File: config.mk
export PLATFORM = sky130hd
export DESIGN_NAME = tis_exec_core
export DESIGN_NICKNAME = d
export VERILOG_FILES = /design/src/rtl/tis_core_pkg.sv /design/src/rtl/tis_exec_core_hex.sv /design/src/rtl/tis_exec_core.sv
export SDC_FILE = /design/constraint.sdc
export NUM_CORES = 1
export LEC_CHECK = 0
export CAP_MARGIN = 20
export CORE_MARGIN = 2
export CORE_UTILIZATION = 47
export CTS_CLUSTER_SIZE = 40
export DETAILED_ROUTE_END_ITERATION = 10
export PLACE_DENSITY = 0.93
export RECOVER_POWER = 25
export SETUP_SLACK_MARGIN = 0.02
export SLEW_MARGIN = 20
export SYNTH_ARGS = -nofsm -noshare
export SYNTH_HDL_FRONTEND = slang
export SYNTH_SLANG_ARGS = --single-unit
File: constraint.sdc
create_clock -name clk -period 14.5 [get_ports clk]
set_clock_uncertainty 0.1 [all_clocks]
set_input_delay 2.175 -clock clk [delete_from_list [all_inputs] [get_ports clk]]
set_output_delay 2.175 -clock clk [all_outputs]
set_load 0.02 [all_outputs]
File: src/rtl/tis_core_pkg.sv
// tis_core_pkg: shared constants, opcodes and value saturation for the TIS execution core.
package tis_core_pkg;
  localparam int PROG_DEPTH = 15;
  localparam int INSTR_W = 16;
  localparam int DATA_W = 11;
  localparam int VAL_MAX = 999;
  localparam int SRC_FLAG_BIT = 11;
  localparam int SRC_REG_BIT = 0;
  typedef enum logic [3:0] {
    OP_NOP = 4'h0, OP_MOV_ACC, OP_MOV_NIL, OP_SWP, OP_SAV, OP_ADD, OP_SUB,
    OP_NEG, OP_JMP, OP_JEZ, OP_JNZ, OP_JGZ, OP_JLZ, OP_JRO
  } opcode_t;
  function automatic logic signed [DATA_W-1:0] saturate(input logic signed [DATA_W:0] v);
    return v > VAL_MAX ? DATA_W'(VAL_MAX) : v < -VAL_MAX ? DATA_W'(-VAL_MAX) : v[DATA_W-1:0];
  endfunction
endpackage

File: src/rtl/tis_exec_core_hex.sv
// hex_to_7seg: hex digit to active-low seven-segment code (bits g..a).
module hex_to_7seg (
  input  logic [3:0] hexval,
  output logic [6:0] ledcode
);
  localparam logic [6:0] GLYPH [16] = '{
    7'b1000000, 7'b1111001, 7'b0100100, 7'b0110000,
    7'b0011001, 7'b0010010, 7'b0000010, 7'b1111000,
    7'b0000000, 7'b0010000, 7'b0001000, 7'b0000011,
    7'b1000110, 7'b0100001, 7'b0000110, 7'b0001110
  };
  assign ledcode = GLYPH[hexval];
endmodule

File: src/rtl/tis_exec_core.sv
// tis_exec_core: single-node TIS-100-style core retiring one instruction per clock.
// Define TIS_CORE_HEX_EN to add seven-segment debug outputs for pc and acc.
module tis_exec_core
  import tis_core_pkg::*;
(
  input  logic                     clk,
  input  logic                     rst,
  input  logic [3:0]               pLength,
  input  logic [INSTR_W-1:0]       prog [0:PROG_DEPTH-1],
  output logic [3:0]               pc,
  output logic signed [DATA_W-1:0] acc,
  output logic signed [DATA_W-1:0] bak
`ifdef TIS_CORE_HEX_EN
  ,
  output logic [6:0]               hex_pc,
  output logic [6:0]               hex_acc_hi,
  output logic [6:0]               hex_acc_lo
`endif
);
  logic [3:0] len, op, pc_inc, jmp_pc, jro_pc, pc_nxt;
  logic [INSTR_W-1:0] ins;
  logic signed [DATA_W-1:0] src, acc_nxt, bak_nxt;
  logic signed [DATA_W:0] jro_sum;
  logic taken;
  assign len = pLength > 4'(PROG_DEPTH) ? 4'(PROG_DEPTH) : pLength;
  assign ins = prog[pc];
  assign op = ins[15:12];
  always_comb begin
    src = ins[SRC_FLAG_BIT] ? (ins[SRC_REG_BIT] ? '0 : acc) : saturate({ins[DATA_W-1], ins[DATA_W-1:0]});
    taken = op == OP_JMP || (op == OP_JEZ && acc == 0) || (op == OP_JNZ && acc != 0) ||
            (op == OP_JGZ && acc > 0) || (op == OP_JLZ && acc < 0);
    pc_inc = ({1'b0, pc} + 5'd1 >= {1'b0, len}) ? 4'd0 : pc + 4'd1;
    jmp_pc = ins[3:0] >= len ? 4'd0 : ins[3:0];
    jro_sum = {{(DATA_W-3){1'b0}}, pc} + {src[DATA_W-1], src};
    jro_pc = jro_sum < 0 ? 4'd0 :
             jro_sum >= $signed({{(DATA_W-3){1'b0}}, len}) ? len - 4'd1 : jro_sum[3:0];
    // A shrunken program length pulls a stranded pc back to slot 0.
    pc_nxt = pc >= len ? 4'd0 : op == OP_JRO ? jro_pc : taken ? jmp_pc : pc_inc;
    acc_nxt = op == OP_MOV_ACC ? src :
              op == OP_SWP     ? bak :
              op == OP_ADD     ? saturate({acc[DATA_W-1], acc} + {src[DATA_W-1], src}) :
              op == OP_SUB     ? saturate({acc[DATA_W-1], acc} - {src[DATA_W-1], src}) :
              op == OP_NEG     ? -acc : acc;
    bak_nxt = (op == OP_SWP || op == OP_SAV) ? acc : bak;
  end
  always_ff @(posedge clk or posedge rst) begin
    if (rst) begin
      pc <= '0;
      acc <= '0;
      bak <= '0;
    end else if (len != 4'd0) begin
      pc <= pc_nxt;
      acc <= acc_nxt;
      bak <= bak_nxt;
    end
  end
`ifdef TIS_CORE_HEX_EN
  hex_to_7seg u_hex_pc (.hexval(pc), .ledcode(hex_pc));
  hex_to_7seg u_hex_hi (.hexval(acc[7:4]), .ledcode(hex_acc_hi));
  hex_to_7seg u_hex_lo (.hexval(acc[3:0]), .ledcode(hex_acc_lo));
`endif
endmodule

# Yosys cells after proc, flatten, opt, wreduce, memory -nomap -nowiden
# Index checks and enable logic that the tools add are counted.
op_classes:
  reduce_logical: 15
  bitwise: 1
  eq_ne: 12
  mux: 24
  order_cmp: 15
  n_addsub: 7
ops:
  columns: ["op", "count"]
  rows:
  - ["11-bit 2-to-1 mux", 13]
  - ["16-bit binary-select mux with 4-bit select", 1]
  - ["32-bit zero test", 1]
  - ["16-bit 2-to-1 mux", 2]
  - ["4-bit 2-to-1 mux", 8]
  - ["32-bit nonzero test", 1]
  - ["4-bit == test (second input constant)", 6]
  - ["12-bit by 11-bit > comparator with 1-bit output (second input constant)", 2]
  - ["12-bit by 11-bit < comparator with 1-bit output (second input constant)", 2]
  - ["4-bit by 3-bit == test with 1-bit output (second input constant)", 4]
  - ["11-bit by 11-bit adder with 12-bit output", 1]
  - ["5-bit by 11-bit adder with 12-bit output", 1]
  - ["12-bit by 5-bit >= comparator with 1-bit output", 1]
  - ["12-bit by 1-bit < comparator with 1-bit output (second input constant)", 1]
  - ["11-bit by 11-bit subtractor with 12-bit output", 1]
  - ["11-bit by 1-bit > comparator with 1-bit output (second input constant)", 1]
  - ["11-bit > comparator (second input constant)", 1]
  - ["11-bit by 1-bit < comparator with 1-bit output (second input constant)", 1]
  - ["11-bit < comparator (second input constant)", 1]
  - ["11-bit negation", 1]
  - ["4-bit >= comparator", 2]
  - ["4-bit by 1-bit adder with 5-bit output (second input constant)", 1]
  - ["5-bit by 4-bit >= comparator with 1-bit output", 1]
  - ["5-bit >= comparator (second input constant)", 1]
  - ["11 further kinds", 19]
totals:
  out_inout_bits: 26
  register_bits: 26

# Logic depth before layout (Yosys ltp)
# Gate-level depths: netlist of the first run.
depth:
  word_depth: 16
  depth_mapped: 29

# Worst setup path before layout of the first run
# No wires, ideal clock.
synth_path:
  path_kind: "in2reg"
  startpoint: "input prog[199] (netlist name)"
  endpoint: "register acc[0]"
  path_slack_ns: 7.209
  path_stages: 20
  arrival_time_ns: 7.113
  required_time_ns: 14.323
  n_path_buf: 1
  path_cell_list: "mux4_1 > mux4_2 > nor3_1 > a41o_1 > ha_1 > clkbuf_1 > nand3b_1 > a22o_1 > ha_1 > fa_1 > o21ba_2 > o21bai_1 > a21oi_1 > nor3_1 > nor2_1 > or4_1 > nor4_1 > nor2_1 > a31o_2 > a21oi_1"
synth_between:
  elab_chain_cells: 15
  elab_cells_between_ends: 22
synth_lines:
  columns: ["item", "line", "source"]
  rows:
  - ["start, declared", "tis_exec_core.sv:9", "input logic [INSTR_W-1:0] prog [0:PROG_DEPTH-1],"]
  - ["16-bit binary-select mux with 4-bit select *", "tis_exec_core.sv:26", "assign ins = prog[pc];"]
  - ["16-bit 2-to-1 mux (implied by the code) * (2 in series)", "tis_exec_core.sv:26", null]
  - ["11-bit < comparator", "tis_core_pkg.sv:14", "return v > VAL_MAX ? DATA_W'(VAL_MAX) : v < -VAL_MAX ? DATA_W'(-VAL_MAX) : v[DATA_W-1:0];"]
  - ["11-bit 2-to-1 mux", "tis_core_pkg.sv:14", null]
  - ["11-bit 2-to-1 mux *", "tis_core_pkg.sv:14", null]
  - ["11-bit 2-to-1 mux *", "tis_exec_core.sv:29", "src = ins[SRC_FLAG_BIT] ? (ins[SRC_REG_BIT] ? '0 : acc) : saturate({ins[DATA_W-1], ins[DATA_W-1:0]});"]
  - ["11-bit by 11-bit subtractor with 12-bit output", "tis_exec_core.sv:42", "op == OP_SUB ? saturate({acc[DATA_W-1], acc} - {src[DATA_W-1], src}) :"]
  - ["12-bit by 11-bit < comparator with 1-bit output", "tis_core_pkg.sv:14", null]
  - ["11-bit 2-to-1 mux (2 in series)", "tis_core_pkg.sv:14", null]
  - ["11-bit 2-to-1 mux", "tis_exec_core.sv:42", null]
  - ["11-bit 2-to-1 mux", "tis_exec_core.sv:41", "op == OP_ADD ? saturate({acc[DATA_W-1], acc} + {src[DATA_W-1], src}) :"]
  - ["11-bit 2-to-1 mux", "tis_exec_core.sv:40", "op == OP_SWP ? bak :"]
  - ["11-bit 2-to-1 mux *", "tis_exec_core.sv:39", "acc_nxt = op == OP_MOV_ACC ? src :"]
  - ["end signal, assigned", "tis_exec_core.sv:53", "acc <= acc_nxt;"]
  - ["end, declared", "tis_exec_core.sv:11", "output logic signed [DATA_W-1:0] acc,"]
# Mark *: on every way between the ends. The rest lies on a longest branch, timed or not. The select of a mux whose other input is x is not followed.
# A chain may end at the register's enable or synchronous reset.

# Worst setup path in the final report of the first run
layout_path:
  startpoint: "input prog[96] (netlist name)"
  endpoint: "register acc[4]"
layout_between:
  elab_chain_cells: 15
  elab_cells_between_ends: 23
layout_lines:
  columns: ["item", "line"]
  rows:
  - ["16-bit binary-select mux with 4-bit select *", "tis_exec_core.sv:26"]
  - ["16-bit 2-to-1 mux (implied by the code) * (2 in series)", "tis_exec_core.sv:26"]
  - ["11-bit < comparator", "tis_core_pkg.sv:14"]
  - ["11-bit 2-to-1 mux (2 in series)", "tis_core_pkg.sv:14"]
  - ["11-bit 2-to-1 mux *", "tis_exec_core.sv:29"]
  - ["11-bit by 11-bit subtractor with 12-bit output", "tis_exec_core.sv:42"]
  - ["12-bit by 11-bit < comparator with 1-bit output", "tis_core_pkg.sv:14"]
  - ["11-bit 2-to-1 mux (2 in series)", "tis_core_pkg.sv:14"]
  - ["11-bit 2-to-1 mux", "tis_exec_core.sv:42"]
  - ["11-bit 2-to-1 mux", "tis_exec_core.sv:41"]
  - ["11-bit 2-to-1 mux", "tis_exec_core.sv:40"]
  - ["11-bit 2-to-1 mux *", "tis_exec_core.sv:39"]
# Marks and branches as above.

==> reports/metrics.csv, run 1 <==
metric,value,unit
wl_per_cell,23.76,um
numClockSinks,26,
hold_viol,0,
h-tree-depth,1,
ir_drop,155.8,uV
die_x,117.8,um
path_cells,clkdlybuf4s50_1 -> mux4_2 -> or2_2 -> a31oi_2 -> nand3_1 -> nand3_1 -> a41o_1 -> ha_1 -> or2_2 -> a32oi_2 -> inv_1 -> ha_1 -> clkinv_1 -> o2bb2ai_1 -> o22ai_1 -> xnor2_1 -> o211ai_1 -> o41a_1 -> o21ai_1 -> o221ai_1 -> o221a_2,
arrival,8.41,ns
start_util,48.26,%
p_int,1.186,mW
rows,41,
start_kind,input port,
antenna_found_initial,1,
grt_pass1_wl,39580,um
p_leak,3.533,nW
critPathRequiredTime,14.56,ns
grt_pass1_vias,6948,
power.share.sequential,7.7,%
min_period,8.348,ns
cts_tree,yes,
cts_hold_buffers,0,
fillCellCount,969,
area_growth,47.07,%
finalSetupViolCount,0,
clk-insertion-delay-late,0.27,ns
vias_per_cell,6.359,
end_kind,register,
power.density,300.5,mW/mm2
via_count,6969,
core-area,0.01262,mm2
slew_violations,0,
synth_cell_types,80,
timing.slew.headroom,35.43,%
pin_count,272,
tns,0,ns
totalWireLength,26040,um
max_freq,119.8,MHz
ant_nets,0,
hp-class,reg -> reg,
synth_seq_cells,26,
final_cell_mix,"clkdlybuf4s50_1, nor2_1, mux4_2",
final_common_cell,clkdlybuf4s50_1,
synth-edff-count,0,
cts_setup_buffers,0,
status,"complete, no violations",
rsz0062_at_grt,no,
power,2.691,mW
p_sw_share,55.93,%
clk_pin_slew,0.07,ns
dieArea,0.01388,mm2
overflow,0,
yosysWarnings,0,
synthFlopType,dfrtp_1,
ctsResizeCount,0,
dieHeight,117.8,um
pwr-share-comb,89.2,%
gp_congestion,1.017,
fin_nets,1220,
drive_above_1_share,12.24,%
path_class,in -> reg,
numCtsBuffers,3,
port_buffers,271,
slowest_stage,o21ai_1,
worstMarginPinSlew,0.9686,ns
cts-root-buf,clkbuf_16,
multi_input_area,0.005069,mm2
synth_area_per_cell,8.903,um2
worstPathMaxFanout,12,
crit_path_max_incr_delay,0.54,ns
firstDrtPassIters,6,
ff2ff_setup_slack,6.85,ns
period_share,57.58,%
switchingPower,1.505,mW
grtUsageTotal,36.60,%
hpwl,21540,um
fin_util,70.97,%
syn_area,0.006090,mm2
maxCapViolCount,0,
netlist_instances,684,
synth-async-reset-ratio,100.0,%
seq_area,656.9,um2
clockBufferDepth,2,
grt_max_degree,45,
synth_seq_area_share,10.68,%
syn_nets,980,
drt_iter0_drc,791,
pwr-share-clk,3.1,%
drcViolationCount,0,
-- Yosys cell counts (21+ instances only) --
cell / number / area (um2)
a21oi_1: 30 / 150.1
clkbuf_1: 24 / 90.09
dfrtp_1: 26 / 650.6
ha_1: 47 / 588.1
inv_1: 37 / 138.9
mux2_2: 26 / 292.8
mux2i_1: 32 / 320.3
mux4_2: 49 / 1104
nand2_1: 43 / 161.4
nand2b_1: 21 / 131.4
nor2_1: 54 / 202.7
o21ai_0: 33 / 165.2
xnor2_1: 21 / 183.9
-- cell type report --
| type | instances | share of cell area (%) |
|---|---|---|
| Inverter | 39 | 1.635 |
| Tap cell | 172 | 2.403 |
| Sequential cell | 26 | 7.334 |
| Clock buffer | 3 | 0.8382 |
| Clock inverter | 1 | 0.3353 |
| Antenna cell | 1 | 0.02794 |
| Multi-Input combinational cell | 576 | 56.59 |
| Timing Repair Buffer | 278 | 30.83 |
-- logic make-up (layout without fill, tap and decap cells) --
kind of cell,count (synthesis),in the layout,share of synthesized area (%)
AND/OR/NAND/NOR,192,192,16.01
AO/OA/AOI/OAI,191,191,22.44
multiplexers,111,111,29.53
buffers and inverters,82,321,6.082
adder cells (fa/ha/maj),51,51,10.81
XOR/XNOR,31,31,4.459
flip-flops,26,26,10.68
other,0,1,0
-- power by group through the flow --
stage | sequential (mW) | combinational [mW] | clock (mW)
after floorplan | 0.195 | 1.73 | 0
after global placement | 0.205 | 2.32 | 0
after detailed placement | 0.205 | 2.33 | 0
after CTS | 0.203 | 2.35 | 0.0848
after global routing | 0.213 | 2.60 | 0.0887
final | 0.206 | 2.40 | 0.0847
-- final timing paths --
kind | cells after the start | from | endpoint
max reg2reg | 21 | pc[0] | acc[4]
min reg2reg | 2 | bak[0] | bak[0]
min | 2 | bak[0] | bak[0]
max in group asynchronous | 3 | rst | acc[0]
max | 21 | prog[96] | acc[4]
min in group asynchronous | 2 | rst | bak[4]
-- per-stage QoR --
stage	cell area [um2]	hold slack, ns	setup slack (ns)	std cells
5_1_grt	8956	0.4749	5.765	1096
4_1_cts	8950	0.4430	6.284	1094
3_3_place_gp	8845	0.4048	6.113	1090
2_1_floorplan	6090	0.5071	7.209	684
6_report	8956	0.4385	6.152	1096
3_5_place_dp	8845	0.4274	6.008	1090
-- worst max-delay path, delay by kind of cell --
kind                     cells  cell delay (ns)
XOR/XNOR                     1             0.25
AO/OA/AOI/OAI               10             3.08
multiplexers                 1             0.49
AND/OR/NAND/NOR              4             0.91
buffers and inverters        3             0.81
adder cells (fa/ha/maj)      2             0.68
-- state kept, by name (all words and copies together) (netlist names) --
| name | count |
|---|---|
| bak | 11 |
| pc | 4 |
| acc | 11 |
-- metal layers --
layer	share of wire (%)	GRT usage, %
met1	36	44.10
met2	50	64.68
met3	10	7.946
met4	4.0	11.90
met5	0	0
No activity file was read; power rests on OpenSTA's default activity.
==> run 2, diff against run 1 <==
--- a/config.mk
+++ b/config.mk
@@ -7,10 +7,10 @@
 export LEC_CHECK = 0
 export CAP_MARGIN = 20
 export CORE_MARGIN = 2
-export CORE_UTILIZATION = 47
+export CORE_UTILIZATION = 44
 export CTS_CLUSTER_SIZE = 40
 export DETAILED_ROUTE_END_ITERATION = 10
-export PLACE_DENSITY = 0.93
+export PLACE_DENSITY = 0.88
 export RECOVER_POWER = 25
 export SETUP_SLACK_MARGIN = 0.02
 export SLEW_MARGIN = 20
==> constraint.sdc (replaced) <==
create_clock -name clk -period 8.4 [get_ports clk]
set_clock_uncertainty 0.1 [all_clocks]
set_input_delay 1.26 -clock clk [delete_from_list [all_inputs] [get_ports clk]]
set_output_delay 1.26 -clock clk [all_outputs]
set_load 0.02 [all_outputs]
==> run 2 against run 1 <==
Net effect:
- clock-buffer cell count unchanged
- combinational power up 70%
- via count shrank 2.0%
- sequential share of layout area hardly changed
- cell count is 0.64% higher
- worst hold slack better by 0.012 ns
- register-to-register slack lost 5.6 ns
- first-iteration DRC count fell by 14%
- design area increased by 0.36%
- clock power is 78% higher
- power grew 70%
- critical path depth shrank 1
==> reports/metrics.csv, run 2 (same netlist as run 1, synthesis figures left out) <==
metric,value,unit
status,"complete, no violations",
grt_pass1_vias,6917,
worstMarginPinSlew,1.142,ns
fin_ws,1.099,ns
core-area,0.01340,mm2
cts_tree,yes,
period_share,86.91,%
critPathRequiredTime,8.52,ns
cts-root-buf,clkbuf_16,
drcViolationCount,0,
dieHeight,121.6,um
arrival,7.42,ns
hold_ws,0.4502,ns
crit_family,compound AO/OA/AOI/OAI gates,
worst-path-buf-inv,3,
path_class,in -> reg,
timing.slew.headroom,23.78,%
path_cells,clkdlybuf4s50_1 -> mux4_2 -> mux4_2 -> nor3_1 -> a41o_1 -> ha_1 -> or2_2 -> a32oi_2 -> inv_1 -> ha_1 -> clkinv_1 -> o2bb2ai_1 -> o22ai_1 -> xnor2_1 -> o211ai_1 -> o41a_1 -> o21ai_1 -> a21oi_1 -> o32ai_1 -> a22o_1,
final_cell_mix,"clkdlybuf4s50_1, nor2_1, mux4_2",
cts_setup_buffers,0,
totalWireLength,24980,um
fillCellCount,1072,
worstPathMaxFanout,12,
final_common_cell,clkdlybuf4s50_1,
largestRegisters,"acc x11, bak x11, pc x4",
grt_max_degree,51,
grt_pass1_wl,37940,um
p_sw_share,55.12,%
pin_count,272,
gp_congestion,1.019,
place_ws,0.9909,ns
slew_violations,0,
start_kind,input port,
clk-insertion-delay-late,0.28,ns
p_leak,3.552,nW
drive_above_1_share,12.34,%
power.density,510.4,mW/mm2
ir_drop,262.5,uV
p_int,2.059,mW
slowest_stage,mux4_2,
cts_hold_buffers,0,
pwr-share-clk,3.3,%
power.share.sequential,7.9,%
power,4.587,mW
area_growth,47.61,%
via_count,6830,
clk_pin_slew,0.08,ns
ant_nets,0,
finalSetupViolCount,0,
numClockSinks,26,
grtUsageTotal,33.44,%
hp-class,reg -> reg,
fin_nets,1221,
crit_path_max_incr_delay,0.55,ns
h-tree-depth,1,
switchingPower,2.529,mW
pwr-share-comb,88.8,%
tns,0,ns
die_x,121.6,um
ctsResizeCount,0,
hpwl,20520,um
overflow,0,
rows,42,
max_freq,137.0,MHz
port_buffers,271,
hold_viol,0,
dieArea,0.01480,mm2
end_kind,register,
min_period,7.301,ns
wl_per_cell,22.64,um
firstDrtPassIters,5,
start_util,45.44,%
numCtsBuffers,3,
maxCapViolCount,0,
antenna_found_initial,5,
vias_per_cell,6.192,
clockBufferDepth,2,
rsz0062_at_grt,no,
drt_iter0_drc,684,
-- run 2: changes by cell type in the layout (fill, tap and decap cells not counted), sizes merged --
cell / before / now
buf: 6 / 8
clkbuf: 4 / 3
clkinv: 2 / 1
diode: 1 / 3
inv: 37 / 38
-- run 2: layer usage --
| metal | routed length, um | track usage (%) | vias to the layer above |
|---|---|---|---|
| met5 | 29 | 0 | - |
| met4 | 793 | 12.57 | 4 |
| met3 | 2299 | 7.772 | 65 |
| met2 | 12410 | 57.06 | 381 |
| met1 | 9443 | 41.10 | 3274 |
| li1 | - | - | 3106 |
-- run 2: path summary, 6_finish.rpt --
kind                            endpoint  cells past startpoint      from  slack (ns)
worst max-delay path              acc[8]                     20  prog[55]        1.10
worst min-delay path              bak[1]                      2    bak[1]        0.45
worst max register to register    acc[8]                     21     pc[1]        1.24
worst min register to register    bak[1]                      2    bak[1]        0.45
max in group asynchronous          pc[1]                      2       rst        5.76
min in group asynchronous         bak[1]                      2       rst        1.62
-- run 2: layout make-up --
class                      count  area, um2  area share [%]
inverter                      39      146.4           1.629
multi-input combinational    576       5069           56.39
clock buffer                   3      75.07          0.8352
timing repair buffer         279       2785           30.99
tap                          176      220.2           2.450
antenna                        3      7.507         0.08352
clock inverter                 1      30.03          0.3341
sequential                    26      655.6           7.294
-- run 2: worst min-delay path: stages, from the launching register on --
cell and delay, ns:
dfrtp_1 0.39, nand2_1 0.06, o21ai_0 0.07
-- run 2: stage by stage --
step / instance area, um2 / utilization, % / cells
2_1_floorplan: 6090 / - / 684
3_3_place_gp: 8876 / 66.24 / 1096
3_5_place_dp: 8876 / 66.24 / 1096
4_1_cts: 8981 / 67.02 / 1100
5_1_grt: 8986 / 67.06 / 1102
6_report: 8989 / 67.08 / 1103
-- run 2: power by group through the flow --
stage	logic (mW)	registers, mW	clock network, mW
final	4.07	0.363	0.151
after global routing	4.44	0.375	0.156
after CTS	4.00	0.358	0.149
after detailed placement	3.98	0.360	0
after global placement	3.96	0.360	0
after floorplan	2.99	0.336	0
==> run 3, diff against run 2 <==
--- a/config.mk
+++ b/config.mk
@@ -13,6 +13,7 @@
 export PLACE_DENSITY = 0.88
 export RECOVER_POWER = 25
 export SETUP_SLACK_MARGIN = 0.02
+export SKIP_CTS_REPAIR_TIMING = 1
 export SLEW_MARGIN = 20
 export SYNTH_ARGS = -nofsm -noshare
 export SYNTH_HDL_FRONTEND = slang
==> results of run 3 <==
Final layout, timing and power as in run 2 (identical DEF).
